File: src/rtl/cpu_program_loader.sv
// cpu_program_loader: host-side loader in front of the cpu top.
// Parses a 32-bit valid/ready command stream, writes IMEM/DMEM words through
// the external memory ports, then runs the cpu for a programmed number of
// cycles and pulses done.
// Optional build macro: LOADER_VERIFY_EN adds a read-back check after every
// memory write; a mismatch raises the sticky err and parks the loader in ERR.
module cpu_program_loader #(
  parameter int CNT_W       = 16,
  parameter int IMEM_DATA_W = 32,
  parameter int DMEM_DATA_W = 64
) (
  input  logic                   clk,
  input  logic                   rst,
  input  logic                   s_valid,
  output logic                   s_ready,
  input  logic [31:0]            s_data,
  output logic [63:0]            addr_ext,
  output logic                   wen_ext,
  output logic                   ren_ext,
  output logic [IMEM_DATA_W-1:0] wdata_ext,
  input  logic [IMEM_DATA_W-1:0] rdata_ext,
  output logic [63:0]            addr_ext_2,
  output logic                   wen_ext_2,
  output logic                   ren_ext_2,
  output logic [DMEM_DATA_W-1:0] wdata_ext_2,
  input  logic [DMEM_DATA_W-1:0] rdata_ext_2,
  output logic                   enable,
  output logic                   busy,
  output logic                   done,
  output logic                   err
);

  typedef enum logic [3:0] {
    S_HDR, S_ADDR, S_DATA_LO, S_DATA_HI, S_RUN, S_ERR, S_V_WR, S_V_RD, S_V_CMP
  } state_t;

  localparam logic [CNT_W-1:0] CNT_ONE = CNT_W'(1);

  state_t                   state_q, state_d;
  logic [CNT_W-1:0]         cnt_q, cnt_d;         // words left to load / cycles left to run
  logic                     dmem_q, dmem_d;       // current load targets DMEM
  logic [63:0]              ptr_q, ptr_d;         // byte address of the next word
  logic [31:0]              lo_q, lo_d;           // DMEM low half waiting for its high half
  logic [63:0]              addr_q, addr_d;
  logic [IMEM_DATA_W-1:0]   wdata_q, wdata_d;
  logic                     wen_q, wen_d;
  logic [63:0]              addr2_q, addr2_d;
  logic [DMEM_DATA_W-1:0]   wdata2_q, wdata2_d;
  logic                     wen2_q, wen2_d;
  logic                     done_q, done_d;
  logic                     err_q, err_d;
  logic                     verify_fail;
  logic                     accept;

  assign s_ready     = (state_q == S_HDR) || (state_q == S_ADDR) ||
                       (state_q == S_DATA_LO) || (state_q == S_DATA_HI);
  assign accept      = s_valid && s_ready;
  assign busy        = (state_q != S_HDR);
  assign enable      = (state_q == S_RUN);
  assign addr_ext    = addr_q;
  assign wdata_ext   = wdata_q;
  assign wen_ext     = wen_q;
  assign addr_ext_2  = addr2_q;
  assign wdata_ext_2 = wdata2_q;
  assign wen_ext_2   = wen2_q;
  assign done        = done_q;
  // A read-back mismatch shows on err in the compare cycle itself; err_q keeps it.
  assign err         = err_q || verify_fail;

`ifndef LOADER_VERIFY_EN
  logic unused_rdata;
  assign unused_rdata = ^{rdata_ext, rdata_ext_2};
`endif

  // Next-state, stream decode, write issue and read-back compare.
  always_comb begin
    // NOTE: every variable gets a default before the case so no path leaves one unassigned (no latches).
    state_d     = state_q;
    cnt_d       = cnt_q;
    dmem_d      = dmem_q;
    ptr_d       = ptr_q;
    lo_d        = lo_q;
    addr_d      = addr_q;
    wdata_d     = wdata_q;
    addr2_d     = addr2_q;
    wdata2_d    = wdata2_q;
    err_d       = err_q;
    wen_d       = 1'b0;
    wen2_d      = 1'b0;
    done_d      = 1'b0;
    ren_ext     = 1'b0;
    ren_ext_2   = 1'b0;
    verify_fail = 1'b0;

    unique case (state_q)
      S_HDR: begin
        if (accept) begin
          cnt_d = s_data[CNT_W-1:0];
          unique case (s_data[31:30])
            2'b00: begin dmem_d = 1'b0; state_d = S_ADDR; end
            2'b01: begin dmem_d = 1'b1; state_d = S_ADDR; end
            2'b10: if (s_data[CNT_W-1:0] != '0) state_d = S_RUN;
            default: begin err_d = 1'b1; state_d = S_ERR; end
          endcase
        end
      end
      S_ADDR: begin
        if (accept) begin
          ptr_d   = {32'd0, s_data};
          state_d = (cnt_q == '0) ? S_HDR : S_DATA_LO;
        end
      end
      S_DATA_LO: begin
        if (accept) begin
          if (dmem_q) begin
            lo_d    = s_data;
            state_d = S_DATA_HI;
          end else begin
            wen_d   = 1'b1;
            addr_d  = ptr_q;
            wdata_d = s_data;
            ptr_d   = ptr_q + 64'd4;
            cnt_d   = cnt_q - CNT_ONE;
`ifdef LOADER_VERIFY_EN
            state_d = S_V_WR;
`else
            state_d = (cnt_q == CNT_ONE) ? S_HDR : S_DATA_LO;
`endif
          end
        end
      end
      S_DATA_HI: begin
        if (accept) begin
          wen2_d   = 1'b1;
          addr2_d  = ptr_q;
          wdata2_d = {s_data, lo_q};
          ptr_d    = ptr_q + 64'd8;
          cnt_d    = cnt_q - CNT_ONE;
`ifdef LOADER_VERIFY_EN
          state_d  = S_V_WR;
`else
          state_d  = (cnt_q == CNT_ONE) ? S_HDR : S_DATA_LO;
`endif
        end
      end
      S_RUN: begin
        cnt_d = cnt_q - CNT_ONE;
        if (cnt_q == CNT_ONE) begin
          done_d  = 1'b1;
          state_d = S_HDR;
        end
      end
      S_ERR: ;
`ifdef LOADER_VERIFY_EN
      S_V_WR: state_d = S_V_RD;
      S_V_RD: begin
        ren_ext   = !dmem_q;
        ren_ext_2 = dmem_q;
        state_d   = S_V_CMP;
      end
      S_V_CMP: begin
        verify_fail = dmem_q ? (rdata_ext_2 != wdata2_q) : (rdata_ext != wdata_q);
        if (verify_fail) begin
          err_d   = 1'b1;
          state_d = S_ERR;
        end else begin
          state_d = (cnt_q == '0) ? S_HDR : S_DATA_LO;
        end
      end
`endif
      default: state_d = S_HDR;
    endcase
  end

  // State and output registers with synchronous reset.
  always_ff @(posedge clk) begin
    // NOTE: sequential state uses non-blocking assignments only, so every flop samples pre-edge values.
    if (rst) begin
      state_q  <= S_HDR;
      cnt_q    <= '0;
      dmem_q   <= 1'b0;
      ptr_q    <= '0;
      lo_q     <= '0;
      addr_q   <= '0;
      wdata_q  <= '0;
      wen_q    <= 1'b0;
      addr2_q  <= '0;
      wdata2_q <= '0;
      wen2_q   <= 1'b0;
      done_q   <= 1'b0;
      err_q    <= 1'b0;
    end else begin
      state_q  <= state_d;
      cnt_q    <= cnt_d;
      dmem_q   <= dmem_d;
      ptr_q    <= ptr_d;
      lo_q     <= lo_d;
      addr_q   <= addr_d;
      wdata_q  <= wdata_d;
      wen_q    <= wen_d;
      addr2_q  <= addr2_d;
      wdata2_q <= wdata2_d;
      wen2_q   <= wen2_d;
      done_q   <= done_d;
      err_q    <= err_d;
    end
  end

endmodule

File: config.mk
export PLATFORM = sky130hd
export DESIGN_NAME = cpu_program_loader
export DESIGN_NICKNAME = d
export VERILOG_FILES = /design/src/rtl/cpu_program_loader.sv
export SDC_FILE = /design/constraint.sdc
export NUM_CORES = 1
export LEC_CHECK = 0
export BUFFER_PORTS_ARGS = -buffer_cell sky130_fd_sc_hd__buf_2
export CAP_MARGIN = 10
export CORE_MARGIN = 2
export CORE_UTILIZATION = 25
export CTS_BUF_LIST = sky130_fd_sc_hd__clkbuf_16
export DETAILED_ROUTE_END_ITERATION = 7
export GPL_TIMING_DRIVEN = 0
export PLACE_DENSITY = 0.52
export RECOVER_POWER = 50
export SKIP_CTS_REPAIR_TIMING = 1
export SYNTH_ARGS = -nofsm -noshare
export SYNTH_HDL_FRONTEND = slang
export SYNTH_SLANG_ARGS = --single-unit
File: constraint.sdc
create_clock -name clk -period 5 [get_ports clk]
set_input_delay 0.25 -clock clk [delete_from_list [all_inputs] [get_ports clk]]
set_output_delay 0.25 -clock clk [all_outputs]
set_load 0.05 [all_outputs]
# After elaboration in Yosys (flattened, before gate mapping)
# Cells that the tools add are included.
dict set report word_totals {
  regBits 345
  wordCells 88
}
dict set report classes {
  add_sub_neg 3
  n_eq_ne 15
  mux 25
  bitwise_logic 7
  n_reduce_logical 25
}
# op count
set ops {}
lappend ops {{64-bit 2-to-1 mux} 4}
lappend ops {{64-bit case mux with 3 select lines} 1}
lappend ops {{64-bit by 3-bit adder with 64-bit output, second input constant} 1}
lappend ops {{64-bit by 4-bit adder with 64-bit output, second input constant} 1}
lappend ops {{16-bit 2-to-1 mux} 4}
lappend ops {{16-bit case mux with 4 select lines} 1}
lappend ops {{4-bit 2-to-1 mux} 6}
lappend ops {{4-bit case mux with 6 select lines} 1}
lappend ops {{16-bit by 1-bit equality test with 1-bit output, second input constant} 1}
lappend ops {{16-bit zero test} 1}
lappend ops {{16-bit nonzero test} 1}
lappend ops {{16-bit by 1-bit subtractor with 16-bit output, second input constant} 1}
lappend ops {{3-bit AND reduction} 4}
lappend ops {{2-bit != test, second input constant} 5}
lappend ops {{5-bit AND reduction} 2}
lappend ops {{4-bit by 2-bit equality test with 1-bit output, second input constant} 2}
lappend ops {{4-bit by 3-bit equality test with 1-bit output, second input constant} 2}
lappend ops {{4-bit case mux with 2 select lines} 1}
lappend ops {{4-bit nonzero test} 2}
lappend ops {{1-bit inverter} 7}
lappend ops {{7-bit AND reduction} 1}
lappend ops {{2-bit 2-to-1 mux} 3}
lappend ops {{2-bit OR reduction} 3}
lappend ops {{3-bit OR reduction} 2}
lappend ops {{other kinds (14)} 18}

# Depth between registers and ports, before layout
dict set report logic_depth {
  depth_word 7
  ltp_mapped 9
}

# Worst setup path after synthesis
# Ideal clock, no wire load.
dict set report synth_path {
  path_type {register -> register}
  startpoint {register ptr_q[3]}
  endpoint {register ptr_q[18]}
  setup_time_ns 0.070
  arrival_ns 2.254
  setup_slack_ns 2.676
  stages_incl_launch_ff 8
  n_path_buf 1
  synth_period_minus_slack_ns 2.324
  cell_sequence {dfxtp_1 ha_1 mux2i_1 or4_1 buf_4 or4_4 o31ai_2 o2bb2ai_1}
}
dict set report synth_via {
  elab_chain_len 4
}
# element line_no
set synth_lines {}
lappend synth_lines {{from (decl)} 42} ;# logic [63:0] ptr_q, ptr_d;
lappend synth_lines {{from (signal assigned)} 196} ;# ptr_q <= ptr_d;
lappend synth_lines {{64-bit by 3-bit adder with 64-bit output} 122} ;# ptr_d = ptr_q + 64'd4;
lappend synth_lines {{64-bit 2-to-1 mux} 115} ;# if (dmem_q) begin
lappend synth_lines {{64-bit 2-to-1 mux} 114} ;# if (accept) begin
lappend synth_lines {{64-bit case mux with 3 select lines *} 95} ;# unique case (state_q)
# Mark *: on every way between the ends. The rest lies on a longest branch, timed or not. The select of a mux whose other input is x is not followed.
# A chain may end at the register's enable or synchronous reset.

# Worst setup path after layout
dict set report layout_path {
  startpoint {register state_q[2]}
  endpoint {register wdata_q[26] (netlist: wdata_ext[26])}
}
dict set report layout_via {
  elab_chain_len 6
}
# element line_no
set layout_lines {}
lappend layout_lines {{from (decl)} 39} ;# state_t state_q, state_d;
lappend layout_lines {{from (signal assigned)} 193} ;# state_q <= state_d;
lappend layout_lines {{4-bit by 1-bit equality test with 1-bit output or 4-bit zero test (tied branches)} 55} ;# assign s_ready = (state_q == S_HDR) || (state_q == S_ADDR) ||
lappend layout_lines {{1-bit logical OR (2 in a row)} 55}
lappend layout_lines {{1-bit logical OR} 56} ;# (state_q == S_DATA_LO) || (state_q == S_DATA_HI);
lappend layout_lines {{1-bit logical AND} 57} ;# assign accept = s_valid && s_ready;
lappend layout_lines {{3-bit AND reduction (no source line) *} -}
lappend layout_lines {{to (signal assigned)} 199} ;# wdata_q <= wdata_d;
lappend layout_lines {{to (decl)} 45} ;# logic [IMEM_DATA_W-1:0] wdata_q, wdata_d;
# Mark *: on every way between the ends. The rest lies on a longest branch, timed or not.

==> metrics.cfg <==
[critical_path]
slowest_stage = nor2_1
reg2reg_to = wdata_ext[26]$_SDFFE_PP0P_
arrival_ns = 4.11
rrSetupSlack_ns = 1.37
path_cells = clkbuf_1 > nor2b_1 > o21ai_1 > nor2_1 > buf_2 > buf_1 > nand2_1 > a21oi_1
path_class = reg2reg
cp-start-kind = register
end_kind = register
path_buf_inv = 3
cp.required_ns = 5.48
max_stage_delay_ns = 0.98
crit_path_max_fanout = 10
worstSetupStartpoint = state_q[2]$_SDFFE_PP0P_
path_delay_family = simple AND/OR/NAND/NOR gates
r2r_start = state_q[2]$_SDFFE_PP0P_
r2r_cells = 8

[synth]
synth_flop_cell = dfxtp_1
yosysWarnings = 0
yosys-top-cells-area = dfxtp_1 (47%), nand2_1 (15%), a21oi_1 (10%)
ys_ff_latch = 344
synth_mux_area_share_pct = 0.431
syn_area_um2 = 14500
synth-edff-count = 0
synth.distinct_cells = 72
syn_area_per_cell_um2 = 7.59
synth-compound-area-share_pct = 19.3
async_reset_ff_share_pct = 0
yosys.area.top_type = dfxtp_1
yosysSeqAreaShare_pct = 47.4
synth_xor_xnor_area_share_pct = 0.362
synthSimpleGateAreaFrac_pct = 27.1
synth_top_family_by_area = simple AND/OR/NAND/NOR gates
syn_inst = 1914
synth_top_area_share_pct = 47.4
synth-adder-area-share_pct = 0.431

[floorplanning]
die_h_um = 245
fp.dieW_um = 245
initial_core_util_pct = 25.2
dieArea_um2 = 60000
core-area_um2 = 57600
pin_count = 364
placementRows = 88

[finish]
nets = 2362
antenna_cells = 0
drive_gt1_share_pct = 5.99
n_fill_cell = 6321
final_common_cell = nand2_1
syn2layout_area_growth_pct = 22.5
fin_cells = 3020
final_cell_mix = nand2_1 (587), clkbuf_1 (361), dfxtp_1 (344), a21oi_1 (299), nor2_1 (63)

[pwr]
vdd_drop_max_mv = 0.212
power_mw = 6.20
p_per_area_nw_per_um2 = 348
leakage_nw = 5.64

[drt]
wl_per_cell_um = 20.6
num_vias = 15400
route.detailed.drc = 0
drt_pre_antenna_iters = 7
viasPerCell = 5.10
drt-total-wl_um = 62200
final_antenna_net_count = 0
drt_iter0_drc = 1535

[timing]
setup_viol = 0
period_minus_slack_ns = 3.63
setup_tns_ns = 0
finalCritPeriodShare_pct = 72.6
max_slew.worst_pin.slew_ns = 1.19
fmax_mhz = 275
whs_ns = 0.00423
slew_headroom_pct = 20.1
clock_skew_ns = 0.0224
hold_viol_final = 0
drv_slew = 0
rsz0062_at_grt = false

[global_route]
antenna_found_initial = 3
track_usage_pct = 20.0
grt_pass1_wl_um = 91100
grt_start_max_net_pins = 13
grt_pass1_vias = 14500
gr-total-overflow = 0

[hold_path]
holdCritPathClass = in2reg
whs_path_depth = 3
hold_start = s_data[24]
whs_endpoint = wdata_ext[24]$_SDFFE_PP0P_

[status]
outcome = finished, final reports clean

[placed_design]
dp.cells = 2943
hpwlAfterDp_um = 46200
gp_congestion = 0.914
port_buffers = 263

[clocking]
clk_pin_slew_ns = 0.06
numCtsBuffers = 41
clockBufferDepth = 3
cts.htree.levels = 2
clk_latency_ns = 0.57
cts_root_buf = clkbuf_16
clock_sinks = 344
cts_tree = yes

[run]
max-cap-violations = 0

[synth_stat cells (6+ instances only)]
cell	number
nor3_1	30
nor4_1	36
buf_1	8
a41oi_1	8
a21oi_1	299
nand3_1	45
inv_1	23
nor2_1	63
clkbuf_1	128
or3_1	14
nand2_1	587
a31oi_1	33
buf_2	15
o31ai_1	9
a31o_2	9
o21ai_0	49
a221oi_1	8
nor2b_1	7
or4_1	11
and3_1	22
and2_1	6
dfxtp_1	344
nand4_1	29
a21o_1	6
and4_1	7
nand2b_1	6
or2_2	6
o211ai_1	11
[report_power, final]
group	total, mW	switching, mW	internal (mW)
Clock	2.82	1.22	1.60
Sequential	2.83	0.0475	2.78
Combinational	0.546	0.405	0.141
Total	6.20	1.67	4.52
[final cells by class]
type	instances	area (um^2)	share of cell area, %
plain buffers	158	629	3.54
well taps	765	957	5.38
flip-flops and latches	344	6890	38.7
inverters	23	86.3	0.485
repair buffers	268	1070	6.03
clock inverters	31	213	1.20
multi-input cells	1390	6930	38.9
clock buffers	41	1030	5.77
[metrics by stage]
step	setup slack (ns)	instance area [um^2]	util (%)
CTS	1.38	18000	31.3
global route	1.12	17800	30.9
floorplan	2.68	14500	-
finish	1.37	17800	30.9
detailed placement	1.43	16800	29.2
global placement	1.47	16800	29.2
[registers in the layout, indices dropped and copies added (netlist names), 3 cells and up]
register and cells:
lo_q 32, ptr_q 64, addr_ext_2 64, wdata_ext_2 64, state_q 3, addr_ext 64, wdata_ext 32, cnt_q 16
[metal layers]
metal / share of wire, % / global-route usage, % / routed length (um)
met5: 0.055 / 0 / 34
met4: 2.8 / 6.24 / 1740
met3: 7.2 / 4.02 / 4490
met2: 48 / 33.5 / 29900
met1: 42 / 25.7 / 26100
[worst max-delay path by stage]
stage          slack [ns]                         end  depth (start not counted)
3_5_place_dp         1.43  wdata_ext[26]$_SDFFE_PP0P_                          8
4_1_cts              1.38  wdata_ext[26]$_SDFFE_PP0P_                          8
3_3_place_gp         1.47  wdata_ext[25]$_SDFFE_PP0P_                          8
6_report             1.37  wdata_ext[26]$_SDFFE_PP0P_                          8
5_1_grt              1.12  wdata_ext[27]$_SDFFE_PP0P_                          8
2_1_floorplan        2.68      ptr_q[18]$_SDFFE_PP0P_                          7
[logic make-up (layout without fill, tap and decap cells)]
| kind of cell | after synthesis | after routing |
|---|---|---|
| flops | 344 | 344 |
| fa+ha+maj | 5 | 5 |
| buf+inv | 181 | 521 |
| xor+xnor | 6 | 6 |
| other cells | 1 | 2 |
| simple gates | 888 | 888 |
| mux | 6 | 6 |
| compound gates | 483 | 483 |
[tightest hold or removal path: cells and delay by family]
| kind | cells | cell delay [ns] |
|---|---|---|
| buffers and inverters | 1 | 0.15 |
| and+or+nand+nor | 1 | 0.07 |
| AOI/OAI and AO/OA | 1 | 0.05 |
No activity file was read; power rests on OpenSTA's default activity.
